[src/rtl/logic_capture_if.sv]
// Pin, byte-stream and status bundle for logic_capture.
// channel_mask exists only when LOGIC_CAPTURE_MASK_EN is defined.
interface logic_capture_if #(
  parameter int unsigned CHANNELS = 8,
  parameter int unsigned DEPTH    = 16
);
  localparam int unsigned LVL_W = $clog2(DEPTH) + 1;

  logic [CHANNELS-1:0] pin_values;
`ifdef LOGIC_CAPTURE_MASK_EN
  logic [CHANNELS-1:0] channel_mask;
`endif
  logic [7:0]          byte_out;
  logic                byte_valid;
  logic                byte_ready;
  logic [LVL_W-1:0]    fifo_level;
  logic                overflow;

`ifdef LOGIC_CAPTURE_MASK_EN
  modport master (
    input  pin_values, channel_mask, byte_ready,
    output byte_out, byte_valid, fifo_level, overflow
  );
  modport slave (
    output pin_values, channel_mask, byte_ready,
    input  byte_out, byte_valid, fifo_level, overflow
  );
`else
  modport master (
    input  pin_values, byte_ready,
    output byte_out, byte_valid, fifo_level, overflow
  );
  modport slave (
    output pin_values, byte_ready,
    input  byte_out, byte_valid, fifo_level, overflow
  );
`endif
endinterface

[src/rtl/logic_capture.sv]
// Logic analyser capture path: sync + change detect, timestamped record FIFO, byte serializer.
// Optional per-channel event mask via macro LOGIC_CAPTURE_MASK_EN.
module logic_capture #(
  parameter int unsigned CHANNELS   = 8,
  parameter int unsigned TIME_WIDTH = 32,
  parameter int unsigned DEPTH      = 16
) (
  input  logic            clk,
  input  logic            rst,
  logic_capture_if.master cap
);
  localparam int unsigned REC_W  = TIME_WIDTH + CHANNELS;
  localparam int unsigned NBYTES = REC_W / 8;
  localparam int unsigned AW     = $clog2(DEPTH);
  localparam int unsigned LVL_W  = AW + 1;
  localparam int unsigned IDX_W  = (NBYTES > 1) ? $clog2(NBYTES) : 1;

  typedef enum logic {S_IDLE, S_SEND} state_t;

  logic [CHANNELS-1:0]   r_sync1, r_sync2, r_prev;
  logic [TIME_WIDTH-1:0] r_counter;
  logic                  r_primed;
  logic [REC_W-1:0]      r_mem [DEPTH];
  logic [AW-1:0]         r_wr_ptr, r_rd_ptr;
  logic [LVL_W-1:0]      r_level;
  logic                  r_overflow;
  logic [REC_W-1:0]      r_shift;
  logic [IDX_W-1:0]      r_idx;
  logic                  r_valid;
  state_t                r_state, w_state_nxt;

  logic w_change, w_wrap, w_event, w_full, w_empty, w_push, w_pop, w_shift, w_hs;

`ifdef LOGIC_CAPTURE_MASK_EN
  assign w_change = |((r_sync2 ^ r_prev) & cap.channel_mask);
`else
  assign w_change = (r_sync2 != r_prev);
`endif
  assign w_wrap  = r_primed & (r_counter == '0);
  assign w_event = w_change | w_wrap | ~r_primed;
  // full/empty come from the pre-edge level, so a pop never makes room for a same-cycle push
  assign w_full  = (r_level == LVL_W'(DEPTH));
  assign w_empty = (r_level == '0);
  assign w_push  = w_event & ~w_full;
  assign w_hs    = r_valid & cap.byte_ready;

  // Synchroniser, change history, timestamp counter
  always_ff @(posedge clk or negedge rst) begin
    if (!rst) begin
      r_sync1   <= '0;
      r_sync2   <= '0;
      r_prev    <= '0;
      r_counter <= '0;
      r_primed  <= 1'b0;
    end else begin
      r_sync1   <= cap.pin_values;
      r_sync2   <= r_sync1;
      r_prev    <= r_sync2;
      r_counter <= r_counter + TIME_WIDTH'(1);
      r_primed  <= 1'b1;
    end
  end

  // Record storage has no reset; validity is tracked by pointers and level
  always_ff @(posedge clk) begin
    if (w_push) r_mem[r_wr_ptr] <= {r_counter, r_sync2};
  end

  always_ff @(posedge clk or negedge rst) begin
    if (!rst) begin
      r_wr_ptr   <= '0;
      r_rd_ptr   <= '0;
      r_level    <= '0;
      r_overflow <= 1'b0;
    end else begin
      if (w_push) r_wr_ptr <= r_wr_ptr + AW'(1);
      if (w_pop)  r_rd_ptr <= r_rd_ptr + AW'(1);
      r_level <= r_level + LVL_W'(w_push) - LVL_W'(w_pop);
      if (w_event && w_full) r_overflow <= 1'b1;
    end
  end

  // Serializer next-state: pop on idle or on the last-byte handshake
  always_comb begin
    w_state_nxt = r_state;
    w_pop       = 1'b0;
    w_shift     = 1'b0;
    case (r_state)
      S_IDLE: begin
        if (!w_empty) begin
          w_pop       = 1'b1;
          w_state_nxt = S_SEND;
        end
      end
      S_SEND: begin
        if (w_hs) begin
          if (r_idx == IDX_W'(NBYTES - 1)) begin
            if (!w_empty) w_pop = 1'b1;
            else          w_state_nxt = S_IDLE;
          end else begin
            w_shift = 1'b1;
          end
        end
      end
      default: w_state_nxt = S_IDLE;
    endcase
  end

  always_ff @(posedge clk or negedge rst) begin
    if (!rst) begin
      r_state <= S_IDLE;
      r_valid <= 1'b0;
      r_shift <= '0;
      r_idx   <= '0;
    end else begin
      r_state <= w_state_nxt;
      r_valid <= (w_state_nxt == S_SEND);
      if (w_pop) begin
        r_shift <= r_mem[r_rd_ptr];
        r_idx   <= '0;
      end else if (w_shift) begin
        r_shift <= r_shift << 8;
        r_idx   <= r_idx + IDX_W'(1);
      end
    end
  end

  assign cap.byte_out   = r_shift[REC_W-1 -: 8];
  assign cap.byte_valid = r_valid;
  assign cap.fifo_level = r_level;
  assign cap.overflow   = r_overflow;

endmodule
[src/flat_wrapper.sv]
// flat-port wrapper written by rule: the top's interface ports become plain ports
module logic_capture_flat 
#(
  parameter int unsigned CHANNELS   = 8,
  parameter int unsigned TIME_WIDTH = 32,
  parameter int unsigned DEPTH      = 16
)
  (clk, rst, cap_pin_values, cap_byte_ready, cap_byte_out, cap_byte_valid, cap_fifo_level, cap_overflow);
  logic_capture_if #(.CHANNELS(CHANNELS), .DEPTH(DEPTH)) cap_i ();
  input  logic clk;
  input  logic rst;
  input wire logic [$bits(cap_i.pin_values)-1:0] cap_pin_values;
  input wire logic [$bits(cap_i.byte_ready)-1:0] cap_byte_ready;
  output wire logic [$bits(cap_i.byte_out)-1:0] cap_byte_out;
  output wire logic [$bits(cap_i.byte_valid)-1:0] cap_byte_valid;
  output wire logic [$bits(cap_i.fifo_level)-1:0] cap_fifo_level;
  output wire logic [$bits(cap_i.overflow)-1:0] cap_overflow;
  assign cap_i.pin_values = cap_pin_values;
  assign cap_i.byte_ready = cap_byte_ready;
  assign cap_byte_out = cap_i.byte_out;
  assign cap_byte_valid = cap_i.byte_valid;
  assign cap_fifo_level = cap_i.fifo_level;
  assign cap_overflow = cap_i.overflow;
  logic_capture #(.CHANNELS(CHANNELS), .TIME_WIDTH(TIME_WIDTH), .DEPTH(DEPTH)) u_core (.clk(clk), .rst(rst), .cap(cap_i));
endmodule
[config.mk]
export PLATFORM = sky130hd
export DESIGN_NAME = logic_capture_flat
export DESIGN_NICKNAME = d
export VERILOG_FILES = /design/src/rtl/logic_capture_if.sv /design/src/rtl/logic_capture.sv /design/src/flat_wrapper.sv
export SDC_FILE = /design/constraint.sdc
export NUM_CORES = 1
export LEC_CHECK = 0
export ABC_AREA = 1
export CORE_UTILIZATION = 44
export DETAILED_ROUTE_END_ITERATION = 7
export PLACE_DENSITY = 0.62
export SYNTH_ARGS = -nofsm -noshare
export SYNTH_HDL_FRONTEND = slang
export SYNTH_SLANG_ARGS = --single-unit
[constraint.sdc]
create_clock -name clk -period 5.25 [get_ports clk]
set_input_delay 0.525 -clock clk [delete_from_list [all_inputs] [get_ports clk]]
set_output_delay 0.525 -clock clk [all_outputs]
set_load 0.02 [all_outputs]
=== Word level (Yosys, flattened, before mapping) ===
Memories as Yosys holds them, arrays and structs flattened.
Cells that the tools add are included.

* Bits in writable memories: 640
* Word-level logic and storage cells: 50
* Register bits after elaboration: 115
* Memories: 1
* Output and inout port bits: 15

{| class="wikitable"
|+ Memories
! memory !! words !! bits a word !! rd ports !! clocked after memory_dff !! write ports !! RTL line !! text
|-
| u_core.r_mem || 16 || 40 || 1 || 0 || 1 || logic_capture.sv:23 || <nowiki>logic [REC_W-1:0] r_mem [DEPTH];</nowiki>
|}

* Add/subtract/negate cells: 6
* Bitwise operators: 8
* Equal/unequal tests: 3
* Muxes and demuxes: 16
* Reductions and logical operators: 4

{| class="wikitable"
|+ Operators by type and width
! kind !! number
|-
| two-way mux 40 bit || 2
|-
| adder 32 x 1 -> 32 bit, second input constant || 1
|-
| logical NOT 32 bit || 1
|-
| two-way mux 1 bit || 10
|-
| adder 4 x 1 -> 4 bit, second input constant || 2
|-
| != test 8 bit || 1
|-
| two-way mux 3 bit || 2
|-
| adder 5 x 1 -> 5 bit || 1
|-
| equality test 5 bit, second input constant || 1
|-
| logical NOT 5 bit || 1
|-
| subtractor 5 x 1 -> 5 bit || 1
|-
| one-hot mux 1 bit (2 select lines) || 2
|-
| adder 3 x 1 -> 3 bit, second input constant || 1
|-
| bitwise AND 1 bit || 3
|-
| equality test 3 bit, second input constant || 1
|-
| NOT 1 bit || 3
|-
| bitwise OR 1 bit || 2
|-
| nonzero test 2 bit || 1
|-
| logical AND 1 bit || 1
|}

=== Logic depth before layout (Yosys ltp) ===
* Depth in word-level cells: 7
* Depth in mapped cells: 16
* Gate-level depth less buffers: 15

=== Worst setup path after synthesis ===
OpenSTA, ideal clock, no wires.

* Path kind: register to register
* Start: reg u_core.r_counter[0]
* End: mem u_core.r_mem[10][0] (netlist bit), enable pin
* Path buffers: 1
* Required time: 4.813 ns
* Clock period less this slack: 3.694 ns
* Stages on the path, launching flop included: 12
* Data arrival time: 3.257 ns
* Setup time: 0.437 ns
* Path slack: 1.556 ns
* Cells stage by stage: dfrtp_1 > inv_1 > ha_1 > inv_1 > nor2_1 > nand4_1 > nor2_1 > nand2_1 > nand2_1 > nand2_1 > buf_2 > nor2_1

* Word-level cells in the longest chain between the ends: 7

{| class="wikitable"
|+ RTL lines
! element !! RTL line !! text
|-
| from (decl) || logic_capture.sv:21 || <nowiki>logic [TIME_WIDTH-1:0] r_counter;</nowiki>
|-
| from (signal assigned) || logic_capture.sv:59 || <nowiki>r_counter <= r_counter + TIME_WIDTH'(1);</nowiki>
|-
| logical NOT 32 bit || logic_capture.sv:39 || <nowiki>assign w_wrap = r_primed & (r_counter == '0);</nowiki>
|-
| bitwise AND 1 bit || logic_capture.sv:39 ||
|-
| bitwise OR 1 bit (2 in a row) || logic_capture.sv:40 || <nowiki>assign w_event = w_change | w_wrap | ~r_primed;</nowiki>
|-
| bitwise AND 1 bit || logic_capture.sv:44 || <nowiki>assign w_push = w_event & ~w_full;</nowiki>
|-
| two-way mux 1 bit || logic_capture.sv:66 || <nowiki>if (w_push) r_mem[r_wr_ptr] <= {r_counter, r_sync2};</nowiki>
|-
| two-way mux 1 bit (implied by the code) || logic_capture.sv:66 ||
|-
| to (decl) || logic_capture.sv:23 ||
|}

Every way passes these cells.

=== Worst setup path in the final report ===
* Start: reg u_core.r_counter[0]
* End: mem u_core.r_mem[12][30] (netlist bit), enable pin

The elaborated chain is that of the path after synthesis.

==> results summary <==
The worst register-to-register path ends at u_core.r_mem[12][30]. The count of endpoints failing setup in the final report came out at 0. The worst IR drop on VDD came out at 0.000330 V. The tree is rooted in a sky130_fd_sc_hd__clkbuf_16. Once detailed placement completed, the half-perimeter wirelength came to 42.0 mm. The number of buffer cells added on primary ports came out at 25. The overall die width came out at 267 µm. The clock-pin slew on the worst setup and hold paths came out at 60 ps. The sequential standard cell area came out at 0.0221 mm². Once placement completed, the tool counted placed cells totaling 3506. The startpoint identified for the worst hold timing path is cap_pin_values[5]. The number of max-cap violations is 0. The tightest min-delay check is of the in -> reg type. Measured along the y axis, the die boundary spans 267 µm. The relative slew slack came out at 0.248. The worst setup path is launched from a flip-flop.

The final total power is 19500 µW. The slew at the pin with the worst max-slew slack came out at 1130 ps. The register-to-register setup slack is 1620 ps. The commonest cells after synthesis are sky130_fd_sc_hd__nand2_1 (900), sky130_fd_sc_hd__edfxtp_1 (640), sky130_fd_sc_hd__nand3_1 (454).

The TritonCTS buffer count came out at 77. Dividing the detail-routed via count by the number of cells gives 5.44. The synthesized netlist net count came out at 2687. The post-detailed-route wirelength per cell is 21.0 µm.

The worst-skew pair later-pin latency is 630 ps. The die footprint is 0.0711 mm². Among all flip-flop cells after synthesis, the most frequent one is sky130_fd_sc_hd__edfxtp_1. The final RePlAce weighted congestion is 0.919. The number of distinct standard cells referenced by the synthesized netlist is 38. Power spread over the standard cell area amounts to 566 mW/mm². The area share of the leading cell type in the synthesized netlist came out at 0.624. The area of the mapped netlist is 0.0308 mm². After the flow finishes, the layout carries non-filler instances totaling 3650. The cell row count is 96.

The data required time of the critical path came out at 5510 ps. The clock passes through at most 3 buffers. The internal power summed over all cells is 12400 µW. TritonCTS built the clock tree. Summed over all failing endpoints, the final setup total negative slack is 0 ps. The relative contribution of combinational cells to total power came out at 0.307.

The via count of the first global-routing pass is 19.2k. The share of total power in the clock network came out at 0.276. sky130_fd_sc_hd__nand2_1 is the most common cell in the netlist. The reported net switching power came out at 7090 µW. The area growth from synthesis to final layout came out at 11.6%. The number of design rule violations left after detail routing is 0. The number of detailed-route iterations in the first pass is 6. The starting density of the core came out at 0.447. The area of the placeable core came out at 0.0689 mm².

The iteration-0 DRC count of the detailed router is 2015. The final antenna-violating net count is 0. The overall track demand over capacity in global routing came out at 0.220. The register bit count reported by yosys is 755. The via total after detailed routing is 19.8k.

The post-layout net count is 2682. The mean post-synth cell area came out at 11.6 µm². 0 antenna diodes ended up in the layout.

The final-report hold violation count came to 0. The final-report max-slew violation count is 0. The endpoint of the worst hold path is u_core.r_sync1[5].

The initial antenna violation count is 0. The period utilization came out at 0.691. The total area of multi-input combinational cells came out at 0.00769 mm². Routed signal wires occupy layers up through met4.

After technology mapping, the gate count stands at 2660. The run finished with clean final reports. The detailed route wirelength on metal3 is 5.42 mm. The routed wire length on met2 came out at 35.9 mm. The share of total power dissipated in sequential elements is 0.417. The first global-routing pass estimated 117 mm of wire. The maximum fanout count along the critical path is 22. The number of I/O pins is 26.

The length in cells of the worst reg-to-reg path came out at 12. Yosys mapped a number of flops with a built-in enable equal to 640. The residual overflow from global routing came out at 0. In the post-synthesis netlist, the biggest area contributors are sky130_fd_sc_hd__edfxtp_1 (62%), sky130_fd_sc_hd__nand2_1 (11%), sky130_fd_sc_hd__dfrtp_1 (9.3%).

Setup repair after global routing left no endpoint under its margin. The clock period minus worst slack is 3630 ps. The share of synthesized area occupied by flip-flops and latches is 0.717. The async set-reset flop share out of synthesis is 0.152. The final routed wirelength across all metal layers is 76.8 mm. The number of warnings printed during yosys synthesis came out at 0. The number of instances on the worst hold path came out at 1. The pin count of the biggest net entering global routing is 145. The arrival time at the worst endpoint is 3890 ps. The fraction of power spent switching nets is 0.364. The detailed-route wire length on metal 1 came out at 33.6 mm. The static leakage power is 0.0131 µW.

The clock net in this run drives a total of 755 sinks. The H-tree depth is 3. The timing-limited maximum frequency came out at 276 MHz. The worst reg2reg path startpoint is u_core.r_counter[0]. STA classifies the critical path endpoint as a flip-flop. The cell type with the largest total area after synthesis is sky130_fd_sc_hd__edfxtp_1. Across the routed clock network, the largest skew measured is 25.1 ps. The ratio of cells with drive above 1 in the final layout came out at 0.0717. The worst setup path is of the reg -> reg kind. Fill cells in the final layout number 5978.
stage by stage:
step / hold WS, ps / area [µm²] / worst slack [ps] / util
3_5_place_dp: 336 / 31900 / 1610 / 0.463
5_1_grt: 301 / 34400 / 1400 / 0.499
3_3_place_gp: 333 / 31900 / 1670 / 0.463
2_1_floorplan: 229 / 30800 / 1560 / -
4_1_cts: 305 / 34400 / 1590 / 0.499
6_report: 332 / 34400 / 1620 / 0.499
final cells by class:
type                    count  area share
repair buffers             66      0.0200
well taps                 931      0.0339
clock buffers             104      0.0629
inverters                  65     0.00742
flip-flops and latches    755       0.643
multi-input cells        1690       0.224
clock inverters            39     0.00928
registers in the layout, indices dropped and copies added (netlist names), 5 cells and up:
| register | cells |
|---|---|
| u_core.r_counter | 32 |
| u_core.r_mem | 640 |
| u_core.cap.fifo_level | 5 |
| u_core.r_sync2 | 8 |
| u_core.r_prev | 8 |
| u_core.r_shift | 40 |
| u_core.r_sync1 | 8 |
power by group through the flow:
stage | combinational (µW) | clock (µW) | sequential, µW
after floorplan | 4290 | 0 | 8020
after global placement | 5910 | 0 | 8230
after detailed placement | 6000 | 0 | 8240
after CTS | 6020 | 5450 | 8130
after global routing | 6640 | 5670 | 8220
final | 5980 | 5370 | 8130
cell families (layout without fill, tap and decap cells):
logic type	count (synthesis)	after routing	synth area share
and+or+nand+nor	1544	1544	0.211
adders and majority gates	16	16	0.00674
xor gates and xnor gates	39	39	0.0111
buffers and inverters	215	274	0.0374
DFF	755	755	0.717
AOI/OAI and AO/OA	90	90	0.0162
other	1	1	0.000122
layout by cell type (no fill, tap or decap), drive strengths merged, types with 26 or more instances in the layout:
master  instances
nand2         906
edfxtp        640
nand3         454
nor2          132
dfrtp         115
clkbuf        104
inv            66
o21ai          42
buf            41
nor3           33
clkinv         29
xor2           26
worst max-delay path: stages, from the launching register on:
cell and delay (ps):
sky130_fd_sc_hd__dfrtp_1 610, sky130_fd_sc_hd__inv_1 270, sky130_fd_sc_hd__ha_1 190, sky130_fd_sc_hd__inv_1 50
sky130_fd_sc_hd__nor2_1 70, sky130_fd_sc_hd__nand4_1 90, sky130_fd_sc_hd__nor2_1 110, sky130_fd_sc_hd__nand2_1 130
sky130_fd_sc_hd__nand2_1 220, sky130_fd_sc_hd__nand2_1 80, sky130_fd_sc_hd__buf_4 290, sky130_fd_sc_hd__nor2_4 630
sky130_fd_sc_hd__buf_4 500
repair_timing:
action	in CTS	in global routing
gates resized for setup	0	0
buffers inserted	0	0
hold buffers	1	0
hold endpoints to repair	66	0
worst max-delay path by stage:
stage	start	endpoint	slack, ps	depth (start not counted)
2_1_floorplan	u_core.r_counter[0]	u_core.r_mem[10][0]	1560	11
3_3_place_gp	u_core.r_counter[0]	u_core.r_mem[12][37]	1670	12
3_5_place_dp	u_core.r_counter[0]	u_core.r_mem[12][37]	1610	12
4_1_cts	u_core.r_counter[0]	u_core.r_mem[12][30]	1590	12
5_1_grt	u_core.r_counter[0]	u_core.r_mem[12][30]	1400	12
6_report	u_core.r_counter[0]	u_core.r_mem[12][30]	1620	12
layer usage:
metal	vias to the layer above	track usage
li1	9159	-
met1	9792	0.313
met2	759	0.349
met3	134	0.0362
met4	0	0.0659
met5	-	0
No activity file was read; power rests on OpenSTA's default activity.
